<file path="src/rtl/mips_mc_core.sv">
// Multicycle MIPS subset core: a shared memory port and a datapath sequenced by a
// single FSM, with a retired-instruction counter and sticky status flags.
module mips_mc_core #(
    parameter int           N        = 32,
    parameter logic [N-1:0] RESET_PC = 32'h0000_0000,
    parameter int           CNT_W    = 32
) (
    input  logic             clk,
    input  logic             rst,
    output logic [N-1:0]     mem_addr,
    output logic [N-1:0]     mem_wdata,
    input  logic [N-1:0]     mem_rdata,
    output logic             mem_read,
    output logic             mem_write,
    input  logic             mem_ready,
    output logic [N-1:0]     pc,
    output logic [CNT_W-1:0] retired,
    output logic             halted,
    output logic             illegal,
    output logic             ovf
);
    typedef enum logic [3:0] {
        FETCH, DECODE, MEMADR, MEMRD, MEMWB, MEMWR, RTEXEC,
        RTWB, ADDIEX, ADDIWB, BRANCH, JUMP, HALT
    } state_t;

    localparam logic [5:0] OP_RTYPE = 6'h00, OP_J   = 6'h02, OP_BEQ = 6'h04,
                           OP_BNE   = 6'h05, OP_ADDI = 6'h08, OP_LW  = 6'h23,
                           OP_SW    = 6'h2B;
    localparam logic [5:0] FN_ADD = 6'h20, FN_SUB = 6'h22, FN_AND = 6'h24,
                           FN_OR  = 6'h25, FN_SLT = 6'h2A;

    state_t          state, state_next;
    logic [N-1:0]    pc_r, ir, a, b, alu_out, mdr;
    logic [N-1:0]    rf [32];
    logic [CNT_W-1:0] retired_r;
    logic            illegal_r, ovf_r, req_en;

    logic [5:0]      opcode, funct;
    logic [4:0]      rs, rt, rd;
    logic [N-1:0]    imm_se, alu_res, diff;
    logic            funct_ok, wb_ovf, br_taken;

    assign opcode = ir[31:26];
    assign rs     = ir[25:21];
    assign rt     = ir[20:16];
    assign rd     = ir[15:11];
    assign funct  = ir[5:0];
    assign imm_se = {{(N-16){ir[15]}}, ir[15:0]};
    assign diff   = a - b;
    assign br_taken = ((opcode == OP_BEQ) && (diff == '0)) ||
                      ((opcode == OP_BNE) && (diff != '0));

    always_comb begin
        funct_ok = 1'b0;
        alu_res  = '0;
        case (funct)
            FN_ADD: begin alu_res = a + b;   funct_ok = 1'b1; end
            FN_SUB: begin alu_res = a - b;   funct_ok = 1'b1; end
            FN_AND: begin alu_res = a & b;   funct_ok = 1'b1; end
            FN_OR:  begin alu_res = a | b;   funct_ok = 1'b1; end
            FN_SLT: begin alu_res = {{(N-1){1'b0}}, $signed(a) < $signed(b)}; funct_ok = 1'b1; end
            default: ;
        endcase
    end

    // Overflow is judged at writeback from the latched operands and ALUOut.
    always_comb begin
        wb_ovf = 1'b0;
        if (state == RTWB && funct == FN_ADD)
            wb_ovf = (a[N-1] == b[N-1]) && (alu_out[N-1] != a[N-1]);
        else if (state == RTWB && funct == FN_SUB)
            wb_ovf = (a[N-1] != b[N-1]) && (alu_out[N-1] != a[N-1]);
        else if (state == ADDIWB)
            wb_ovf = (a[N-1] == imm_se[N-1]) && (alu_out[N-1] != a[N-1]);
    end

    always_ff @(posedge clk) begin
        if (rst) state <= FETCH;
        else     state <= state_next;
    end

    always_comb begin
        state_next = state;
        case (state)
            FETCH:  if (req_en && mem_ready) state_next = DECODE;
            DECODE: begin
                case (opcode)
                    OP_RTYPE:      state_next = funct_ok ? RTEXEC : HALT;
                    OP_LW, OP_SW:  state_next = MEMADR;
                    OP_BEQ, OP_BNE: state_next = BRANCH;
                    OP_ADDI:       state_next = ADDIEX;
                    OP_J:          state_next = JUMP;
                    default:       state_next = HALT;
                endcase
            end
            MEMADR: state_next = (opcode == OP_LW) ? MEMRD : MEMWR;
            MEMRD:  if (mem_ready) state_next = MEMWB;
            MEMWR:  if (mem_ready) state_next = FETCH;
            RTEXEC: state_next = RTWB;
            ADDIEX: state_next = ADDIWB;
            MEMWB, RTWB, ADDIWB, BRANCH, JUMP: state_next = FETCH;
            HALT:   state_next = HALT;
            default: state_next = FETCH;
        endcase
    end

    // req_en keeps the port quiet for the first cycle after reset, so a request
    // in flight when reset hit is dropped rather than re-issued immediately.
    always_comb begin
        mem_read  = req_en && (state == FETCH || state == MEMRD);
        mem_write = req_en && (state == MEMWR);
        mem_addr  = (state == MEMRD || state == MEMWR) ? alu_out : pc_r;
        halted    = (state == HALT);
    end

    always_ff @(posedge clk) begin
        if (rst) req_en <= 1'b0;
        else     req_en <= 1'b1;
    end

    always_ff @(posedge clk) begin
        if (rst) begin
            pc_r      <= RESET_PC;
            ir        <= '0;
            a         <= '0;
            b         <= '0;
            alu_out   <= '0;
            mdr       <= '0;
            retired_r <= '0;
            illegal_r <= 1'b0;
            ovf_r     <= 1'b0;
            for (int unsigned i = 0; i < 32; i++) rf[i] <= '0;
        end else begin
            case (state)
                FETCH: if (req_en && mem_ready) begin
                    ir   <= mem_rdata;
                    pc_r <= pc_r + N'(4);
                end
                DECODE: begin
                    a       <= rf[rs];
                    b       <= rf[rt];
                    alu_out <= pc_r + (imm_se << 2);
                    if (state_next == HALT) illegal_r <= 1'b1;
                end
                MEMADR: alu_out <= a + imm_se;
                MEMRD:  if (mem_ready) mdr <= mem_rdata;
                MEMWB: begin
                    if (rt != 5'd0) rf[rt] <= mdr;
                    retired_r <= retired_r + {{(CNT_W-1){1'b0}}, 1'b1};
                end
                MEMWR: if (mem_ready) retired_r <= retired_r + {{(CNT_W-1){1'b0}}, 1'b1};
                RTEXEC: alu_out <= alu_res;
                ADDIEX: alu_out <= a + imm_se;
                RTWB, ADDIWB: begin
                    if (wb_ovf)
                        ovf_r <= 1'b1;
                    else if (state == RTWB && rd != 5'd0)
                        rf[rd] <= alu_out;
                    else if (state == ADDIWB && rt != 5'd0)
                        rf[rt] <= alu_out;
                    retired_r <= retired_r + {{(CNT_W-1){1'b0}}, 1'b1};
                end
                BRANCH: begin
                    if (br_taken) pc_r <= alu_out;
                    retired_r <= retired_r + {{(CNT_W-1){1'b0}}, 1'b1};
                end
                JUMP: begin
                    pc_r      <= {pc_r[N-1:N-4], ir[25:0], 2'b00};
                    retired_r <= retired_r + {{(CNT_W-1){1'b0}}, 1'b1};
                end
                default: ;
            endcase
        end
    end

    assign mem_wdata = b;
    assign pc        = pc_r;
    assign retired   = retired_r;
    assign illegal   = illegal_r;
    assign ovf       = ovf_r;
endmodule

</file>
<file path="config.mk">
export PLATFORM = sky130hd
export DESIGN_NAME = mips_mc_core
export DESIGN_NICKNAME = d
export VERILOG_FILES = /design/src/rtl/mips_mc_core.sv
export SDC_FILE = /design/constraint.sdc
export NUM_CORES = 2
export LEC_CHECK = 0
export ABC_CLOCK_PERIOD_IN_PS = 11410
export BUFFER_PORTS_ARGS = -buffer_cell sky130_fd_sc_hd__buf_2
export CAP_MARGIN = 20
export CORE_ASPECT_RATIO = 1.2
export CORE_MARGIN = 3
export CORE_UTILIZATION = 40
export CTS_CLUSTER_SIZE = 10
export DETAILED_ROUTE_END_ITERATION = 8
export GPL_ROUTABILITY_DRIVEN = 0
export PLACE_DENSITY = 0.63
export SETUP_SLACK_MARGIN = 0.15
export SLEW_MARGIN = 25
export SYNTH_ARGS = -nofsm -noshare
export SYNTH_HDL_FRONTEND = slang
export SYNTH_SLANG_ARGS = --single-unit
export TNS_END_PERCENT = 100
</file>
<file path="constraint.sdc">
create_clock -name clk -period 11.41 [get_ports clk]
set_clock_uncertainty 0.05 [all_clocks]
set_input_delay 1.7115 -clock clk [delete_from_list [all_inputs] [get_ports clk]]
set_output_delay 1.7115 -clock clk [all_outputs]
set_load 0.1 [all_outputs]
</file>
==> key figures <==
Run status
  • Status: finished, violations left
  • Violated checks: design-rule violations

Die
  • Core ar.: between 150000 and 200000 um2
  • Die Y: roughly 460 um
  • Die Width: roughly 390 um
  • Die ar.: roughly 180000 um2
  • Row count: roughly 170
  • Starting Density: 0.404
  • IO Pins: between 150 and 200

Synth
  • Distinct cells, synth: 95
  • Register area share after synthesis: 0.506
  • Post-Syn Area per Cell: ~12 um2
  • Commonest register cell after synthesis: edfxtp_1
  • Synth Register Bits: around 1300
  • Post-synth ARST share: 0
  • Gate Count Post-Synth: approximately 5700
  • Synth Cell Area: ~70000 um2
  • Synth warn: 0
  • EDFF count, synth: just over 1000

Clocking
  • Worst-case clock buffer depth: 3
  • Clock Sinks: roughly 1300
  • Skew-Pair Late Insertion Delay: ~810 ps
  • # hold bufs at CTS: 0
  • Total CTS buffers: 150
  • CTS root buffer: clkbuf_16
  • Post-CTS setup buffer count: 0
  • CTS tree: built
  • H-Tree Depth: 4
  • Reg clk slew, reported paths: about 60 ps
  • CTS resizes: 0

Place
  • Placed Area: approximately 73000 um2
  • DPL Wire Length: between 150000 and 200000 um
  • Buffers on Ports: between 150 and 200

Power
  • Pleak: 25.1 nW
  • Power per cell area: between 150 and 200 nW/um2
  • Total power: approximately 0.013 W
  • VDD IR max: between 100 and 150 uV

GRT
  • Initial antenna violation count: 12
  • Gr busiest metal: met2
  • GR Layer Usage met3: 0.0583
  • Pin count of the biggest net entering global routing: 147
  • First-pass GRT wire length: between 300000 and 400000 um
  • GRT Total Usage: 0.253
  • Met2 usage: 0.400
  • Met1 usage: 0.340
  • Grt ovf: 0
  • Vias in the first global route: 48500

Min path
  • Hold crit path type: flop to flop

Drt
  • Routed vias: roughly 50000
  • Drt pass-1 iters: 9
  • Routed wire length: 232000 um
  • Drc violations: 11
  • Avg WL per Cell: around 29 um
  • Drt via density: approximately 6.4
  • Initial DRC count: 6945
  • DRT antenna net count: 0

Timing
  • Hold slack: between 400 and 500 ps
  • Least-Margin Pin Slew: between 1000 and 1500 ps
  • Max_slew headroom: 0.251
  • Final period util: 0.586
  • Post-layout min period: about 6700 ps
  • Final setup TNS: 0 ps
  • Unrepaired setup endpoints after global routing: no
  • Final setup violation count: 0
  • Max Clk Rate: roughly 150 MHz
  • Final Hold Vio Count: 0
  • Final Max Slew Viols: 0

Cells and area
  • Commonest non-fill, non-tap cell in the layout: nor2_1
  • Design area: slightly below 80000 um2
  • Fin nets: between 5000 and 6000
  • Area grow syn2layout: 10.9%
  • Layout cells sized above 1: 0.222
  • Most frequent cells in the layout: nor2_1 (1248), edfxtp_1 (1024), mux4_2 (640)

Setup path
  • Endpoint type of the worst setup path: flop
  • CP max FO: 33
  • Worst Setup Start Kind: flop
  • Crit Path Class: flop to flop
  • Critical path data required time: approximately 12000 ps
  • Signal arrival time at the worst endpoint: approximately 7000 ps

Run
  • Maxcap violations: 0
## power by group
part / internal [W] / switching (W) / leakage (nW) / total (W)
combinational: 0.00100 / 0.00174 / 10.6 / 0.00274
sequential: 0.00516 / 0.000285 / 12.4 / 0.00544
clock: 0.00246 / 0.00191 / 2.08 / 0.00438
## stage by stage
step	instances	setup slack [ps]	util
after CTS	7936	4760	0.447
after global placement	7723	4050	0.423
after detailed placement	7723	4020	0.423
after global routing	7939	4610	0.448
final	7941	4720	0.448
after floorplan	5684	6220	-
## synthesized netlist by cell type, drive strengths merged, types with 9 or more instances
library cell | number | area (um2)
ha | 159 | 1990
a221o | 10 | 100
inv | 120 | 450
xnor2 | 76 | 666
a22oi | 12 | 90.1
a21o | 48 | 360
buf | 66 | 267
xor2 | 47 | 412
a31oi | 31 | 200
a221oi | 31 | 278
nand3 | 61 | 305
nor4 | 20 | 138
clkbuf | 432 | 1620
nor3 | 68 | 362
a21oi | 259 | 1300
nand4 | 17 | 106
o31ai | 9 | 67.6
a211oi | 86 | 651
o21ai | 149 | 746
o21bai | 20 | 150
o21a | 11 | 82.6
o22ai | 17 | 106
or3 | 19 | 129
a222oi | 10 | 100
nor2 | 1253 | 4700
o221ai | 13 | 114
o211ai | 13 | 97.6
and3 | 31 | 199
mux4 | 640 | 14400
and2 | 13 | 81.3
mux2 | 34 | 383
nor2b | 32 | 200
edfxtp | 1024 | 30700
mux2i | 115 | 1150
nand2b | 35 | 221
or2 | 10 | 62.6
dfxtp | 231 | 4620
nand2 | 317 | 1190
## kinds of logic (layout without fill, tap and decap cells)
family | count (synthesis) | in the layout | synth area share
AND/OR/NAND/NOR | 1911 | 1911 | 0.114
flip-flops | 1255 | 1255 | 0.506
AO/OA/AOI/OAI | 791 | 791 | 0.0736
multiplexers | 789 | 789 | 0.228
buffers and inverters | 620 | 593 | 0.0335
adder cells (fa/ha/maj) | 163 | 163 | 0.0296
XOR/XNOR | 123 | 123 | 0.0154
other | 1 | 35 | 0.0000536
## per-layer routing
layer | share of wire | vias up
met4 | 0.042 | 8
met3 | 0.12 | 478
met2 | 0.46 | 3265
li1 | - | 21200
met1 | 0.37 | 25600
met5 | 0.00024 | -
## final timing paths
path,slack [ps],startpoint,depth (start not counted),end
worst max-delay path,4720,ir[4],12,rf[26][31]
worst max register to register,4720,ir[4],12,rf[26][31]
worst min register to register,420,mdr[12],2,mdr[12]
worst min-delay path,420,mdr[12],2,mdr[12]
## sequential cells by signal, indices dropped and copies added, names as in the netlist, 4 cells and up
register / cells
mem_wdata: 32
rf: 1024
alu_out: 32
ir: 32
pc: 32
retired: 32
mdr: 32
state: 4
a: 32
## critical path, cell delays in order, from the launching register on
cell and delay (ps):
dfxtp_1 420, nand2b_1 270, nor3_1 70, buf_4 210, nand2b_1 490, nor4_1 140, a31oi_1 180, nor3_1 60
a31oi_1 570, nand2_1 640, o21ai_1 1020, nand3_2 1000, nand2_2 1110
## layout make-up
class / instances / area, um2
timing repair buffer: 258 / 1650
clock buffer: 186 / 3970
inverter: 122 / 459
sequential: 1255 / 35400
tap: 2281 / 2850
fill: 15500 / 95600
antenna: 3 / 7.51
clock inverter: 27 / 322
multi-input combinational: 3809 / 32900
No activity file was read; power rests on OpenSTA's default activity.
